<file path="src/rtl/regfile_dump_ctrl.sv">
// rtl/regfile_dump_ctrl.sv - end-of-program cycle counter and architectural register dump sequencer
module regfile_dump_ctrl #(
  parameter int ARCH_REG_NUM       = 32,
  parameter int ARCH_REG_NUM_WIDTH = 5,
  parameter int REG_VAL_WIDTH      = 32,
  parameter int TIMEOUT_CYCLES     = 64
) (
  input  logic                          clk,
  input  logic                          reset,
  input  logic                          finish,
  output logic                          rd_en,
  output logic [ARCH_REG_NUM_WIDTH-1:0] read_red_addr_req,
  input  logic                          read_valid,
  input  logic [REG_VAL_WIDTH-1:0]      read_value,
  output logic                          dump_valid,
  input  logic                          dump_ready,
  output logic [ARCH_REG_NUM_WIDTH-1:0] dump_idx,
  output logic [REG_VAL_WIDTH-1:0]      dump_data,
  output logic                          dump_last,
  output logic [31:0]                   cycle_count,
  output logic                          timeout_err,
  output logic                          done
);

  localparam int TMO_W = $clog2(TIMEOUT_CYCLES + 1);
  localparam logic [ARCH_REG_NUM_WIDTH-1:0] LAST_IDX = ARCH_REG_NUM_WIDTH'(ARCH_REG_NUM - 1);
  localparam logic [TMO_W-1:0]              TMO_END  = TMO_W'(TIMEOUT_CYCLES - 1);

  typedef enum logic [1:0] {S_IDLE, S_WAIT, S_OUT, S_DONE} state_t;

  state_t                          state_q, state_d;
  logic                            finish_q;
  logic                            seen_q, seen_d;
  logic [31:0]                     cnt_q, cnt_d;
  logic [ARCH_REG_NUM_WIDTH-1:0]   idx_q, idx_d;
  logic [TMO_W-1:0]                tmo_q, tmo_d;
  logic                            rd_en_q, rd_en_d;
  logic [ARCH_REG_NUM_WIDTH-1:0]   addr_q, addr_d;
  logic                            dv_q, dv_d;
  logic [ARCH_REG_NUM_WIDTH-1:0]   didx_q, didx_d;
  logic [REG_VAL_WIDTH-1:0]        ddata_q, ddata_d;
  logic                            dlast_q, dlast_d;
  logic                            terr_q, terr_d;
  logic                            done_q, done_d;
  logic                            finish_edge;

  // Only the first rising sample of finish after reset starts a dump; re-rises are ignored.
  assign finish_edge = finish & ~finish_q & ~seen_q;

  // All state registers, cleared asynchronously so a reset aborts any dump in progress.
  always_ff @(posedge clk or posedge reset) begin
    if (reset) begin
      state_q  <= S_IDLE;
      finish_q <= 1'b0;
      seen_q   <= 1'b0;
      cnt_q    <= '0;
      idx_q    <= '0;
      tmo_q    <= '0;
      rd_en_q  <= 1'b0;
      addr_q   <= '0;
      dv_q     <= 1'b0;
      didx_q   <= '0;
      ddata_q  <= '0;
      dlast_q  <= 1'b0;
      terr_q   <= 1'b0;
      done_q   <= 1'b0;
    end else begin
      state_q  <= state_d;
      finish_q <= finish;
      seen_q   <= seen_d;
      cnt_q    <= cnt_d;
      idx_q    <= idx_d;
      tmo_q    <= tmo_d;
      rd_en_q  <= rd_en_d;
      addr_q   <= addr_d;
      dv_q     <= dv_d;
      didx_q   <= didx_d;
      ddata_q  <= ddata_d;
      dlast_q  <= dlast_d;
      terr_q   <= terr_d;
      done_q   <= done_d;
    end
  end

  // Cycle counter runs until finish is first seen high, saturating instead of wrapping.
  always_comb begin
    seen_d = seen_q | finish_edge;
    cnt_d  = cnt_q;
    if (!finish && !seen_q && (cnt_q != 32'hFFFF_FFFF)) begin
      cnt_d = cnt_q + 32'd1;
    end
  end

  // Dump FSM: request a register, wait for data or timeout, hand the beat downstream.
  always_comb begin
    state_d = state_q;
    idx_d   = idx_q;
    tmo_d   = tmo_q;
    rd_en_d = rd_en_q;
    addr_d  = addr_q;
    dv_d    = dv_q;
    didx_d  = didx_q;
    ddata_d = ddata_q;
    dlast_d = dlast_q;
    terr_d  = terr_q;
    done_d  = done_q;
    case (state_q)
      S_IDLE: begin
        if (finish_edge) begin
          idx_d   = '0;
          addr_d  = '0;
          rd_en_d = 1'b1;
          tmo_d   = '0;
          state_d = S_WAIT;
        end
      end
      S_WAIT: begin
        tmo_d = tmo_q + TMO_W'(1);
        if (read_valid || (tmo_q == TMO_END)) begin
          ddata_d = read_valid ? read_value : '0;
          terr_d  = terr_q | ~read_valid;
          didx_d  = idx_q;
          dlast_d = (idx_q == LAST_IDX);
          dv_d    = 1'b1;
          rd_en_d = 1'b0;
          state_d = S_OUT;
        end
      end
      S_OUT: begin
        if (dump_ready) begin
          dv_d = 1'b0;
          if (dlast_q) begin
            done_d  = 1'b1;
            state_d = S_DONE;
          end else begin
            idx_d   = idx_q + ARCH_REG_NUM_WIDTH'(1);
            addr_d  = idx_q + ARCH_REG_NUM_WIDTH'(1);
            rd_en_d = 1'b1;
            tmo_d   = '0;
            state_d = S_WAIT;
          end
        end
      end
      default: begin
        done_d = 1'b1;
      end
    endcase
  end

  assign rd_en             = rd_en_q;
  assign read_red_addr_req = addr_q;
  assign dump_valid        = dv_q;
  assign dump_idx          = didx_q;
  assign dump_data         = ddata_q;
  assign dump_last         = dlast_q;
  assign cycle_count       = cnt_q;
  assign timeout_err       = terr_q;
  assign done              = done_q;

endmodule

</file>
<file path="config.mk">
export PLATFORM = sky130hd
export DESIGN_NAME = regfile_dump_ctrl
export DESIGN_NICKNAME = d
export VERILOG_FILES = /design/src/rtl/regfile_dump_ctrl.sv
export SDC_FILE = /design/constraint.sdc
export NUM_CORES = 1
export LEC_CHECK = 0
export ABC_AREA = 1
export BUFFER_PORTS_ARGS = -buffer_cell sky130_fd_sc_hd__clkbuf_2
export CORE_MARGIN = 2
export CORE_UTILIZATION = 30
export CTS_CLUSTER_DIAMETER = 30
export DETAILED_ROUTE_END_ITERATION = 6
export PLACE_DENSITY = 0.54
export SLEW_MARGIN = 0
export SYNTH_ARGS = -nofsm -noshare
export SYNTH_HDL_FRONTEND = slang
export SYNTH_SLANG_ARGS = --single-unit
</file>
<file path="constraint.sdc">
create_clock -name clk -period 3.25 [get_ports clk]
set_input_delay 0.975 -clock clk [delete_from_list [all_inputs] [get_ports clk]]
set_output_delay 0.975 -clock clk [all_outputs]
set_load 0.1 [all_outputs]
</file>
Word level (Yosys, flattened, before mapping)
Cells that the tools add are included.
{"block": "word_totals", "ff_bits": 90, "latchBits": 0, "ram_bits": 0, "romBits": 0, "inputBits": 37, "n_memories": 0}
{"block": "classes", "n_addsub": 3, "n_mul": 0, "div": 0, "order_cmp": 0, "n_eq_ne": 10, "shifts": 0, "mux": 25, "bitwise_logic": 8, "n_reduce_logical": 17}
{"cell": "$add A32 B1 Y32 const B", "n": 1}
{"cell": "$mux W32", "n": 1}
{"cell": "$ne A32 B32 Y1 const B", "n": 1}
{"cell": "$mux W7", "n": 3}
{"cell": "$pmux W7 S3", "n": 1}
{"cell": "$mux W5", "n": 3}
{"cell": "$reduce_and A4 Y1", "n": 3}
{"cell": "$ne A2 B2 Y1 const B", "n": 5}
{"cell": "$pmux W5 S2", "n": 1}
{"cell": "$mux W1", "n": 8}
{"cell": "$mux W2", "n": 4}
{"cell": "$add A7 B1 Y7 const B", "n": 1}
{"cell": "$eq A7 B6 Y1 const B", "n": 1}
{"cell": "$pmux W2 S3", "n": 1}
{"cell": "$reduce_and A3 Y1", "n": 2}
{"cell": "$add A5 B1 Y5 const B", "n": 1}
{"cell": "$eq A5 B5 Y1 const B", "n": 1}
{"cell": "$reduce_and A5 Y1", "n": 1}
{"cell": "$not A1 Y1", "n": 4}
{"cell": "$pmux W1 S2", "n": 2}
{"cell": "$reduce_bool A2 Y1", "n": 2}
{"cell": "$pmux W1 S3", "n": 1}
{"cell": "$reduce_bool A3 Y1", "n": 1}
{"cell": "$and A1 B1 Y1", "n": 2}
{"cell": "9 further kinds", "n": 12}

Logic depth before layout (Yosys ltp)
{"block": "depth", "ltp_word": 5, "mapped_depth": 11, "mapped_depth_nobuf": 10}

Least setup slack after synthesis
Ideal clock, no wire load.
{"block": "synth_path", "path_type": "reg2reg", "startpoint": "register cnt_q[0] (netlist: cycle_count[0])", "endpoint": "register cnt_q[10] (netlist: cycle_count[10])", "arrival_time_ns": 2.221, "t_required_ns": 3.130, "slack_ns": 0.909, "path_stages_with_launch": 12, "path_buffers": 1, "path_cell_list": "dfrtp_1 > ha_1 > inv_2 > nor2_4 > nand2_2 > nor2_4 > nand2_2 > nand2_4 > inv_4 > buf_6 > nand2_1 > nand2_1"}
{"block": "synth_between", "elab_chain_cells": 2, "elab_cells_between_ends": 3, "classes_between": "1 x add/sub; 1 x eq/ne; 1 x reduce/logical"}
{"item": "start: declaration", "line_no": "34", "rtl": "logic [31:0] cnt_q, cnt_d;"}
{"item": "start signal: assignment", "line_no": "71", "rtl": "cnt_q <= cnt_d;"}
{"item": "branches (longest 2 deep; another with $add A32 B1 Y32)"}
Parallel ways; which one is timed is not known.
A chain may end at the register's enable or synchronous reset.

Final worst setup path
{"block": "layout_path", "startpoint": "register cnt_q[17] (netlist: cycle_count[17])", "endpoint": "output port cycle_count[17]"}
{"item": "end: declaration", "line_no": "20", "rtl": "output logic [31:0] cycle_count,"}
No word-level cell between the ends.

==> summary.md <==
| Metric | Value |
|---|---|
| TritonCTS clock tree | built |
| Combinational power share | 3.8% |
| Vias | 4,340 |
| Hold_ws | 474 ps |
| Reg clk slew, reported paths | 70 ps |
| Post-route ant nets | 0 |
| Core area | 15,300 um^2 |
| Cell Chain, Critical Path | clkbuf_2 |
| Synth top area share | 47.5% |
| Total congestion overflow | 0 |
| CTS Buffer Depth | 2 |
| Worst EP arrival | 1380 ps |
| WL per Instance | 12.8 um |
| Worst slew pin tran | 573 ps |
| Post-synthesis sequential area ratio | 47.5% |
| RSZ-0062 raised after global routing | false |
| Worst-skew pair later-pin latency | 350 ps |
| Antenna violations before repair | 0 |
| ANT cells | 0 |
| Post-route minimum period | 2350 ps |
| Port-buffer cells | 115 |
| Slew margin rel. | 62.0% |
| Area delta synth->final | 23.6% |
| Final period util | 72.3% |
| Pin count of the biggest net entering global routing | 73 |
| CTS root buf | clkbuf_16 |
| Effective utilization at floorplan | 31.0% |
| Iter 0 DRT Violations | 194 |
| # H-tree levels | 3 |
| Synth Net Count | 695 |
| Die height | 130 um |
| CP startpoint kind | flip-flop |
| Delay-heaviest family, CP | buffers and inverters |
| Area after DPL | 5540 um^2 |
| PwrDens | 402 nW/um^2 |
| Critical Path End Type | primary output |
| Final setup skew | 6.47 ps |
| Post-synthesis cell area | 4740 um^2 |
| Worst-path maximum fanout | 6 |
| CP bufs+invs | 1 |
| Proportion of layout cells with a drive suffix above 1 | 19.8% |
| Buffer count from post-CTS setup fixing | 0 |
| Fin util | 38.3% |
| # rows | 45 |
| Syn_area_per_cell | 7.31 um^2 |
| CTS resizes | 0 |
| Cell-internal power | 1.83 mW |
| Via/cell ratio | 4.43 |
| Top post-synthesis cells by area | dfrtp_1 (47%), nand2_1 (23%), nand3_1 (6.8%), nor2_1 (4.4%), inv_1 (4.1%) |
| Cell Count Post-Placement | 963 |
| Nets | 809 |
| I/O Pins | 116 |
| Max Freq | 0.425 GHz |
| Most frequent cells in the layout | nand2_1 (296), clkbuf_2 (115), dfrtp_1 (90) |
| Required @ worst endpoint | 2270 ps |
| Kind of critical path | flip-flop to primary output |
| Slowest cell delay on critical path | 520 ps |
| Cell count after synthesis | 649 |
| DRT Wirelength | 12,500 um |
| Worst Hold Class | flip-flop to flip-flop |
| Seq pwr share | 48.1% |
| RR Startpoint | cycle_count[0]$_DFFE_PP0P_ |
| Yosys warns | 0 |
| Peak supply drop | 0.273 mV |
| Drt drc | 0 |
| Die width | 130 um |
| Drt pass-1 iters | 4 |
| Critical Path Source | cycle_count[17]$_DFFE_PP0P_ |
| Sw Share | 22.4% |
| Max-slew violations | 0 |
| Leading cell type in the layout, fill and taps excluded | nand2_1 |
| Status | finished clean |
| Total Routing Usage GR | 15.7% |
| Final instance area | 5860 um^2 |
| Post-Layout Cell Count | 979 |
| Clock Power Share | 48.1% |
| Net Sw Power | 528 uW |
| # Max-Cap Violations | 0 |
| Hold Buf Count CTS | 0 |
| Yosys reg bits | 90 |
| First-pass GRT wire length | 20,800 um |
| Cts bufs inserted | 9 |
| GPL Wtd Cong | 0.788 |
| TNS Setup | 0 ps |
| Vias in the first global route | 4,178 |
| Dominant cell type by area after synthesis | dfrtp_1 |
| Detailed placement HPWL | 9160 um |
| Final setup fails | 0 |
| Netlist cell types | 30 |
| Min-delay src | dump_data[9]$_DFFE_PP0P_ |
| DIE AREA | 16,800 um^2 |
| Fin. Hold Viols | 0 |
| Leakage | 3.15 nW |
| CP max-delay cell | clkbuf_2 |
| Clock sinks | 90 |
## power by group through the flow
stage | logic, mW | clock network, mW | registers [mW]
floorplan | 0.0336 | 0 | 1.17
global placement | 0.0926 | 0 | 1.15
detailed placement | 0.0929 | 0 | 1.15
CTS | 0.0928 | 1.18 | 1.13
global route | 0.101 | 1.21 | 1.13
finish | 0.0895 | 1.13 | 1.13
## synth_stat cells (all sizes together)
cell and count:
buf 9, nor3 2, nand2 300, nand4 9, ha 9, o21ai 15
nand3 64, nor2 60, or2 3, o211ai 1, xnor2 5, inv 54
o21bai 2, a21boi 1, dfrtp 90, clkbuf 9, a21oi 3, a31o 2
o22ai 1, xor2 10
## sequential cells by signal, summed over array words and instances (netlist names)
name               flops
rd_en                  1
timeout_err            1
tmo_q                  7
dump_data             32
dump_idx               5
read_red_addr_req      5
done                   1
dump_valid             1
state_q                2
dump_last              1
seen_q                 1
cycle_count           32
finish_q               1
## cells by family (layout without fill, tap and decap cells)
family          after synthesis  count (layout)  synth area share [%]
buf+inv                      72             191                  6.49
compound gates               25              25                  3.03
xor+xnor                     15              15                  2.77
flops                        90              90                  47.5
fa+ha+maj                     9               9                  2.37
simple gates                438             438                  37.8
## through the flow
| step | setup slack (ps) | power, mW |
|---|---|---|
| 2_1_floorplan | 909 | 1.21 |
| 3_3_place_gp | 931 | 1.25 |
| 3_5_place_dp | 896 | 1.25 |
| 4_1_cts | 873 | 2.40 |
| 5_1_grt | 859 | 2.45 |
| 6_report | 899 | 2.36 |
## layer usage
layer / track usage, % / wire, um / vias to the layer above
li1: - / - / 2251
met1: 20.0 / 5700 / 1950
met2: 25.4 / 5750 / 127
met3: 5.17 / 907 / 12
met4: 5.12 / 159 / 0
met5: 0 / 0 / -
## final timing paths
| path | endpoint | slack [ps] | depth (start not counted) |
|---|---|---|---|
| max in group asynchronous | cycle_count[13]$_DFFE_PP0P_ | 1920 | 3 |
| min reg2reg | dump_data[9]$_DFFE_PP0P_ | 470 | 2 |
| min in group asynchronous | dump_data[19]$_DFFE_PP0P_ | 620 | 2 |
| min | dump_data[9]$_DFFE_PP0P_ | 470 | 2 |
| max | cycle_count[17] | 900 | 1 |
| max reg2reg | cycle_count[29]$_DFFE_PP0P_ | 1100 | 10 |
## cell type report
type                            instances  area (um^2)
Fill cell                            1692         9460
Sequential cell                        90         2250
Multi-Input combinational cell        487         2180
Timing Repair Buffer                  121          633
Tap cell                              211          264
Clock buffer                           10          229
Inverter                               54          209
Clock inverter                          6         90.1
(Power assumes the default switching activity.)
